`config.mk`:
```
export PLATFORM = sky130hd
export DESIGN_NAME = if_fetch_unit
export DESIGN_NICKNAME = d
export VERILOG_FILES = /design/src/rtl/if_fetch_unit.sv
export SDC_FILE = /design/constraint.sdc
export NUM_CORES = 1
export LEC_CHECK = 0
export CAP_MARGIN = 20
export CORE_MARGIN = 3
export CORE_UTILIZATION = 45
export CTS_BUF_LIST = sky130_fd_sc_hd__clkbuf_2
export CTS_CLUSTER_DIAMETER = 40
export DETAILED_ROUTE_END_ITERATION = 8
export GPL_TIMING_DRIVEN = 0
export PLACE_DENSITY = 0.82
export SETUP_SLACK_MARGIN = 0.4
export SLEW_MARGIN = 20
export SYNTH_ARGS = -nofsm -noshare
export SYNTH_HDL_FRONTEND = slang
export SYNTH_SLANG_ARGS = --single-unit
```
`constraint.sdc`:
```
create_clock -name clk -period 4.3 [get_ports clk]
set_input_delay 0.86 -clock clk [delete_from_list [all_inputs] [get_ports clk]]
set_output_delay 0.86 -clock clk [all_outputs]
set_load 0.1 [all_outputs]
```
`src/rtl/if_fetch_unit.sv`:
```
// ============================================================================
// Module   : if_fetch_unit
// Brief    : Fetch PC, instruction-memory initiator and IF/ID pipeline register.
// Revision : 1.0 - initial release
// ============================================================================
`default_nettype none

module if_fetch_unit #(
  parameter logic [31:0] RESET_PC = 32'h0000_3000,
  parameter logic [31:0] EXC_PC   = 32'h0000_4180,
  parameter logic [31:0] IM_BASE  = 32'h0000_3000,
  parameter int          IM_WORDS = 2048
) (
  input  logic        clk,
  input  logic        reset,
  input  logic        stall,
  input  logic        flush_d,
  input  logic        redirect_d,
  input  logic [31:0] redirect_target,
  input  logic        is_branch_d,
  input  logic        exc_req,
  input  logic        eret_req,
  input  logic [31:0] epc,
  output logic [31:0] pc_f,
  input  logic [31:0] instr_f,
  output logic [31:0] instr_d,
  output logic [31:0] pc_d,
  output logic [31:0] pc8_d,
  output logic        bd_d,
  output logic        exc_adel_d,
  output logic        valid_d
);

  localparam logic [31:0] C_IM_LAST = IM_BASE + 32'(IM_WORDS * 4) - 32'd4;

  logic [31:0] pcf_q, pcf_d;
  logic [31:0] ifid_instr_q, ifid_instr_d;
  logic [31:0] ifid_pc_q, ifid_pc_d;
  logic        ifid_bd_q, ifid_bd_d;
  logic        ifid_adel_q, ifid_adel_d;
  logic        ifid_valid_q, ifid_valid_d;
  logic        w_fault;

  assign w_fault = (pcf_q[1:0] != 2'b00) || (pcf_q < IM_BASE) || (pcf_q > C_IM_LAST);

  // Exception entry and ERET take effect even while the pipeline is stalled.
  always_comb begin
    pcf_d = pcf_q + 32'd4;
    if (exc_req)         pcf_d = EXC_PC;
    else if (eret_req)   pcf_d = epc;
    else if (stall)      pcf_d = pcf_q;
    else if (redirect_d) pcf_d = redirect_target;
  end

  // A redirect keeps the word fetched alongside it: that word is the delay slot.
  always_comb begin
    ifid_instr_d = ifid_instr_q;
    ifid_pc_d    = ifid_pc_q;
    ifid_bd_d    = ifid_bd_q;
    ifid_adel_d  = ifid_adel_q;
    ifid_valid_d = ifid_valid_q;
    if (exc_req || eret_req || flush_d) begin
      ifid_instr_d = 32'd0;
      ifid_pc_d    = 32'd0;
      ifid_bd_d    = 1'b0;
      ifid_adel_d  = 1'b0;
      ifid_valid_d = 1'b0;
    end else if (!stall) begin
      ifid_instr_d = w_fault ? 32'd0 : instr_f;
      ifid_pc_d    = pcf_q;
      ifid_bd_d    = is_branch_d & ifid_valid_q;
      ifid_adel_d  = w_fault;
      ifid_valid_d = 1'b1;
    end
  end

  always_ff @(posedge clk or posedge reset) begin
    if (reset) begin
      pcf_q        <= RESET_PC;
      ifid_instr_q <= 32'd0;
      ifid_pc_q    <= 32'd0;
      ifid_bd_q    <= 1'b0;
      ifid_adel_q  <= 1'b0;
      ifid_valid_q <= 1'b0;
    end else begin
      pcf_q        <= pcf_d;
      ifid_instr_q <= ifid_instr_d;
      ifid_pc_q    <= ifid_pc_d;
      ifid_bd_q    <= ifid_bd_d;
      ifid_adel_q  <= ifid_adel_d;
      ifid_valid_q <= ifid_valid_d;
    end
  end

  assign pc_f       = pcf_q;
  assign instr_d    = ifid_instr_q;
  assign pc_d       = ifid_pc_q;
  assign pc8_d      = ifid_pc_q + 32'd8;
  assign bd_d       = ifid_bd_q;
  assign exc_adel_d = ifid_adel_q;
  assign valid_d    = ifid_valid_q;

endmodule

`default_nettype wire

```
# == Yosys cells after proc, flatten, opt, wreduce, memory -nomap -nowiden ==
# Index checks and enable logic that the tools add are counted.
# classes
bitwise_logic,1
n_mux,15
add_sub_neg,2
magnitude_cmp,2
eq_ne,2
n_reduce_logical,5
# op_table
op,n
32-bit two-way mux,9
"32-bit by 3-bit adder with 32-bit output, second input constant",1
"32-bit by 4-bit adder with 32-bit output, second input constant",1
"32-bit by 15-bit greater-than comparator with 1-bit output, second input constant",1
"32-bit by 14-bit < comparator with 1-bit output, second input constant",1
1-bit two-way mux,6
1-bit logical OR,4
"3-bit by 1-bit != test with 1-bit output, second input constant",1
"2-bit by 1-bit != test with 1-bit output, second input constant",1
2-bit nonzero test,1
1-bit AND,1
# totals
input_bits,104
regBits,99
elab_cells,33

# == Logic depth before layout (Yosys ltp) ==
# depth
word_depth,6
mapped_depth,7
mapped_depth_nobuf,6

# == Worst setup path before layout ==
# OpenSTA, ideal clock, no wires.
# synth_timing
kind,register to output
from,"register ifid_pc_q[5], in the netlist pc_d[5]"
to,output port pc8_d[16]
path_stages_with_launch,7
required_time_ps,3440
path_slack_ps,-227
t_arrival_ps,3667
path_cell_list,dfrtp_1 -> and4_1 -> and3_1 -> clkbuf_1 -> and2_1 -> nand4_1 -> xnor2_1
# synth_between
elab_chain_cells,1
# synth_lines
element,line,source
"start, declared",38,"logic [31:0] ifid_pc_q, ifid_pc_d;"
"start signal, assigned",88,ifid_pc_q <= ifid_pc_d;
32-bit by 4-bit adder with 32-bit output,98,assign pc8_d = ifid_pc_q + 32'd8;
"end, declared",28,"output logic [31:0] pc8_d,"
# No other way between the ends.

# == Final worst setup path ==
# layout_timing
from,"register ifid_pc_q[3], in the netlist pc_d[3]"
to,output port pc8_d[19]
# The elaborated chain is that of the path after synthesis.

==> impl_metrics.ini <==
[synthesis]
synthXorXnorAreaFrac_pct = 5.01
yosys_warnings = 0
flip_flop_and_latch_count_after_synthesis = 99
synthAdderAreaFrac_pct = 0.421
syn_avg_cell_area_sq_um = 8.61
post_synthesis_compound_gate_area_fraction_pct = 16.2
edff_count_synth = 0
synth_area_sq_um = 5950
ys_types = 60
synth_seq_area_share_pct = 41.7
synthMuxAreaShare_pct = 6.58
dominant_combinational_cell_family_by_area_after_synthesis = simple AND/OR/NAND/NOR gates
postSynthCellCount = 691
post_synthesis_share_of_cell_area_spent_on_and_or_nand_and_nor_gates_pct = 25.0
async_s_r_ff_share_synth_pct = 100
synth_nets = 797
synthFlopType = dfrtp_1

[global_routing]
grt_start_max_net_pins = 55
grt.met1_usage_pct = 43.5
remaining_overflow_grt = 0
groute.usage.overall_pct = 31.0
met3_usage_pct = 6.01
grt.busiest_layer = met2
first_global_vias = 6292
grt_first_pass_wirelength_microns = 35000
grt_antenna_before_repair = 0
met2_usage_pct = 48.1

[die]
floorplan.initialDensity_pct = 46.6
ios = 235
chipHeight_microns = 121
floorplan.core_area_sq_um = 12800
die_width_microns = 121
die_area_sq_um = 14600
placementRows = 41

[timing]
final.hold.worst_slack_ns = 0.540
relSlewSlack_pct = 31.5
fin_crit_sh_pct = 87.0
timing.fmax_mhz = 267
maxSlewViolCount = 0
rsz0062_at_grt = yes
skew_ns = 0.0304
layout_setup_ws_ns = 0.560
period_minus_slack_ns = 3.74
worst_slew_pin_slew_ns = 1.02
report.final.hold_viol_count = 0
setup_violations = 0

[routing]
antenna_violation_net_count_after_detailed_routing = 0
route.detailed.drc = 0
routed_via_density = 5.84
vias = 6505
firstDrtPassIters = 6
detail_route.wl_per_cell_microns = 20.6
route.final.wire_length_microns = 22900
first_iter_violations = 812

[worst_setup_path]
regToRegSetupSlack_ns = 1.63
timing.rr.start = pc_f[2]
crit_path_start = pc_d[3]
path_max_fanout = 7
setup.worst_path.end_class = output pin
reg2reg_to = pc_f[30]
worst-r2r-cell-count = 6
critPathRequiredTime_ns = 3.44
critPathLaunchType = register
worst-setup-path-type = register to output pin
crit_path_arrival_time_ns = 2.88
cp_endpoint = pc8_d[19]

[placed_design]
post-dp-hpwl_microns = 17200
buffer_ports.inserted = 232
gp_congestion = 1.02
worst_slack_placed_ns = 0.329
placed_area_sq_um = 8680

[power_and_ir_drop]
power_density_nw_per_um2 = 254
total_leakage_power_nw = 3.59
vdd.ir_drop.worst_mv = 0.153

[cts]
cts-buffers-inserted = 9
clk_pin_slew_ns = 0.29
clock_latency_ns = 0.62
cts_max_path_buffers = 2
cts.htree.levels = 3
cts.root.buffer_cell = clkbuf_2
clock_sink_count = 99
cts.hold.buffers_added = 0
cts_tree = built

[run_status]
status = complete, no violations

[final_layout]
nNetsFinal = 1041
post-route-cell-area_sq_um = 8770
final_cell_mix = 207 x clkdlybuf4s50_1, 94 x dfrtp_1, 77 x nor2_1, 66 x nand2_1, 65 x a21oi_1
area_delta_synth_final_pct = 47.5
layout_commonest_cell = clkdlybuf4s50_1
layout_cells_sized_above_1_pct = 9.36

[worst_hold_path]
timing.hold.worst.class = register to register

[job]
number_of_max_capacitance_violations_reported = 0
-- critical path: stages, from the launching register on --
cell and delay, ns:
dfrtp_1 0.57, ha_1 0.41, and3_1 0.36, nand4_1 0.18
xnor2_2 0.15, clkdlybuf4s15_2 0.57
-- power by group --
part	internal (mW)	switching (mW)
sequential	0.962	0.0521
combinational	0.221	0.459
clock	0.198	0.336
total	1.38	0.847
-- registers in the layout (all words and copies together), names as in the netlist --
name	flops
pc_d	32
exc_adel_d	1
instr_d	32
bd_d	1
pc_f	32
valid_d	1
-- through the flow --
| stage | total power, mW | util [%] | instances | setup TNS (ns) |
|---|---|---|---|---|
| CTS | 2.23 | 68.8 | 1112 | 0 |
| finish | 2.23 | 68.7 | 1113 | 0 |
| global placement | 1.69 | 67.7 | 1095 | -67.64 |
| global route | 2.31 | 68.7 | 1112 | 0 |
| floorplan | 1.44 | - | 691 | 0 |
| detailed placement | 1.70 | 67.9 | 1096 | 0 |
-- cell type report --
cell class / count / area [sq um]
Buffer: 60 / 256
Inverter: 12 / 50.0
Clock inverter: 6 / 87.6
Fill cell: 1057 / 4000
Antenna cell: 1 / 2.50
Multi-Input combinational cell: 520 / 3330
Sequential cell: 99 / 2480
Clock buffer: 10 / 50.0
Tap cell: 172 / 215
Timing Repair Buffer: 233 / 2300
-- synthesized netlist by cell type, types with 10 or more instances --
master	n	area share, %
a21oi_1	65	5.5
and3_1	12	1.3
buf_1	10	0.63
buf_2	12	1.0
clkbuf_1	32	2.0
dfrtp_1	97	41
inv_1	11	0.69
mux2i_1	38	6.4
nand2_1	66	4.2
nand3_1	25	2.1
nand3b_1	33	4.2
nand4_1	19	2.0
nor2_1	77	4.9
nor3_1	15	1.3
o21ai_0	28	2.4
xnor2_1	19	2.8
xor2_1	15	2.2
-- cell families after synthesis --
logic type	after synthesis
buf+inv	72
compound gates	157
xor+xnor	34
fa+ha+maj	2
flops	99
mux	39
simple gates	288
-- timing repair --
| item | 4_1_cts | 5_1_grt |
|---|---|---|
| gates cloned | 0 | 0 |
| gates resized for setup | 92 | 14 |
| hold endpoints to repair | 0 | 0 |
| endpoints found under the setup margin | 24 | 19 |
| buffers inserted | 0 | 0 |
| pin swaps | 0 | 0 |
-- worst min-delay path by stage --
stage | start | end | slack [ns] | depth (start not counted)
2_1_floorplan | pc_f[12] | pc_d[12] | 0.93 | 3
3_3_place_gp | instr_d[0] | instr_d[0] | 0.51 | 2
3_5_place_dp | bd_d | bd_d | 0.51 | 2
4_1_cts | instr_d[2] | instr_d[2] | 0.54 | 2
5_1_grt | reset | instr_d[25] | 0.57 | 2
6_report | instr_d[2] | instr_d[2] | 0.54 | 2
-- layer usage --
layer	part of all wire (%)	wire length, microns
met1	41	9340
met2	47	10700
met3	9.9	2270
met4	2.9	664
met5	0	0
Power figures use the tool's default switching activity.
==> edit: new RTL, config.mk and constraints unchanged <==
Make the reset (`reset`) synchronous in one clocked block.
--- a/src/rtl/if_fetch_unit.sv
+++ b/src/rtl/if_fetch_unit.sv
@@ -74,7 +74,7 @@
     end
   end
 
-  always_ff @(posedge clk or posedge reset) begin
+  always_ff @(posedge clk) begin
     if (reset) begin
       pcf_q        <= RESET_PC;
       ifid_instr_q <= 32'd0;
Check against the original RTL: differs if reset is asserted again (counterexample within 4 cycles, from zero or initial values and one cycle with reset high); with reset held inactive, the same outputs for 4 cycles.
==> edit against the original RTL <==
  * Setup slack worse by 0.074 ns
  * Sequential power shrank 4%
  * Cell count down 0.99%
  * Final area decreased by 4.1%
  * Sequential share of layout area decreased by 4.8 points
  * Wire length fell by 2.2%
  * First-iteration DRC count shrank 39%
  * Sequential cell count did not move
  * Area after synthesis fell by 5.8%
  * Synthesized cell count down 1.0%
  * Total power fell by 11%
  * Hold slack lost 0.041 ns
  * Clock power is 7.7% lower
==> edit: results (changes against the original RTL) <==
| Metric | Value |
|---|---|
| Antenna violations before repair | `1 (+1)` |
| Time the worst path needs with I/O delays and setup | `3.81 ns (+0.0744 ns)` |
| Mean number of vias per cell | `6.00 (+2.7%)` |
| Result of the run | `finished clean` |
| Chip Width | `118 um (-2.8%)` |
| Last element of the critical path | `pc8_d[22]` |
| HP Start | `valid_d` |
| Reported leakage power | `3.08 nW (-14%)` |
| Crit-path max FO | `8 (+1)` |
| Post-layout net count | `1034 (-0.67%)` |
| Compound-cell area share of the yosys netlist | `21.3% (+5.0 points)` |
| Clock tree cell share of total cell area | `1.41% (-0.16 points)` |
| Worst skew pair latency | `0.64 ns (+0.02 ns)` |
| Fraction of synthesis flops using an asynchronous set or reset pin | `0% (-100 points)` |
| Total length of routed met2 wires | `10.8 mm (+1.3%)` |
| Amount of wire on met3 after detailed routing | `1.53 mm (-33%)` |
| Metal-1 WL | `9.58 mm (+2.6%)` |
| Top cells by instance count after synthesis | `99 x dfxtp_1, 86 x nor2_1, 44 x nand2_1, 36 x mux2i_1, 36 x nand3_1` |
| Clock buffers | `9 (-1)` |
| Sequential area share after synthesis | `35.4% (-6.3 points)` |
| Via count of the first global-routing pass | `6347 (+0.87%)` |
| Final setup skew | `0.0362 ns (+0.00576 ns)` |
| Initial DRC Count | `495 (-39%)` |
| Share of cells above drive strength 1 | `11.1% (+1.8 points)` |
| Total of fill cells in the finished design | `1010 (-4.4%)` |
| Total area of multi-input combinational cells | `3470 um2 (+4.3%)` |
| Critical-path cell with the highest stage delay | `dfxtp_1` |
| Crit path DAT | `2.95 ns (+0.07 ns)` |
| Multiplexer fraction of the synthesized cell area | `6.43% (-0.15 points)` |
| Inverters excl. clock | `11 (-1)` |
| Hold WS | `0.499 ns (-0.0411 ns)` |
| Reg-to-reg critical path endpoint | `pc_f[20]` |
| Final RePlAce weighted congestion | `0.959 (-5.7%)` |
| Remaining max-slew budget at the tightest pin | `31.7% (+0.18 points)` |
| Post-Route WL | `22.4 mm (-2.2%)` |
==> edit: changes by cell type in the layout (fill, tap and decap cells not counted), sizes merged, moves of 13 or more <==
cell,delta
a21oi,-42
a32oi,+32
dfrtp,-97
dfxtp,+99
nand2,-22
nand3b,-31
nor4,+13
==> edit: power groups by stage <==
stage	combinational (mW)	clock, mW	sequential, mW
floorplan	0.186	0	1.10
global placement	0.495	0	0.984
detailed placement	0.503	0	0.985
CTS	0.504	0.493	0.968
global route	0.535	0.526	0.973
finish	0.512	0.493	0.970
==> edit: layer usage <==
metal,up-vias,global-route usage (%)
met2,323,50.4
li1,3026,-
met5,-,0
met4,0,11.3
met1,3222,41.6
met3,41,5.09
==> edit: worst register-to-register path: stages (launching register included) <==
cell and delay, ns:
dfxtp_1 0.57, ha_1 0.32, nand4_1 0.29, nor4_2 0.66
buf_4 0.28, and2_1 0.18, o21ai_0 0.17
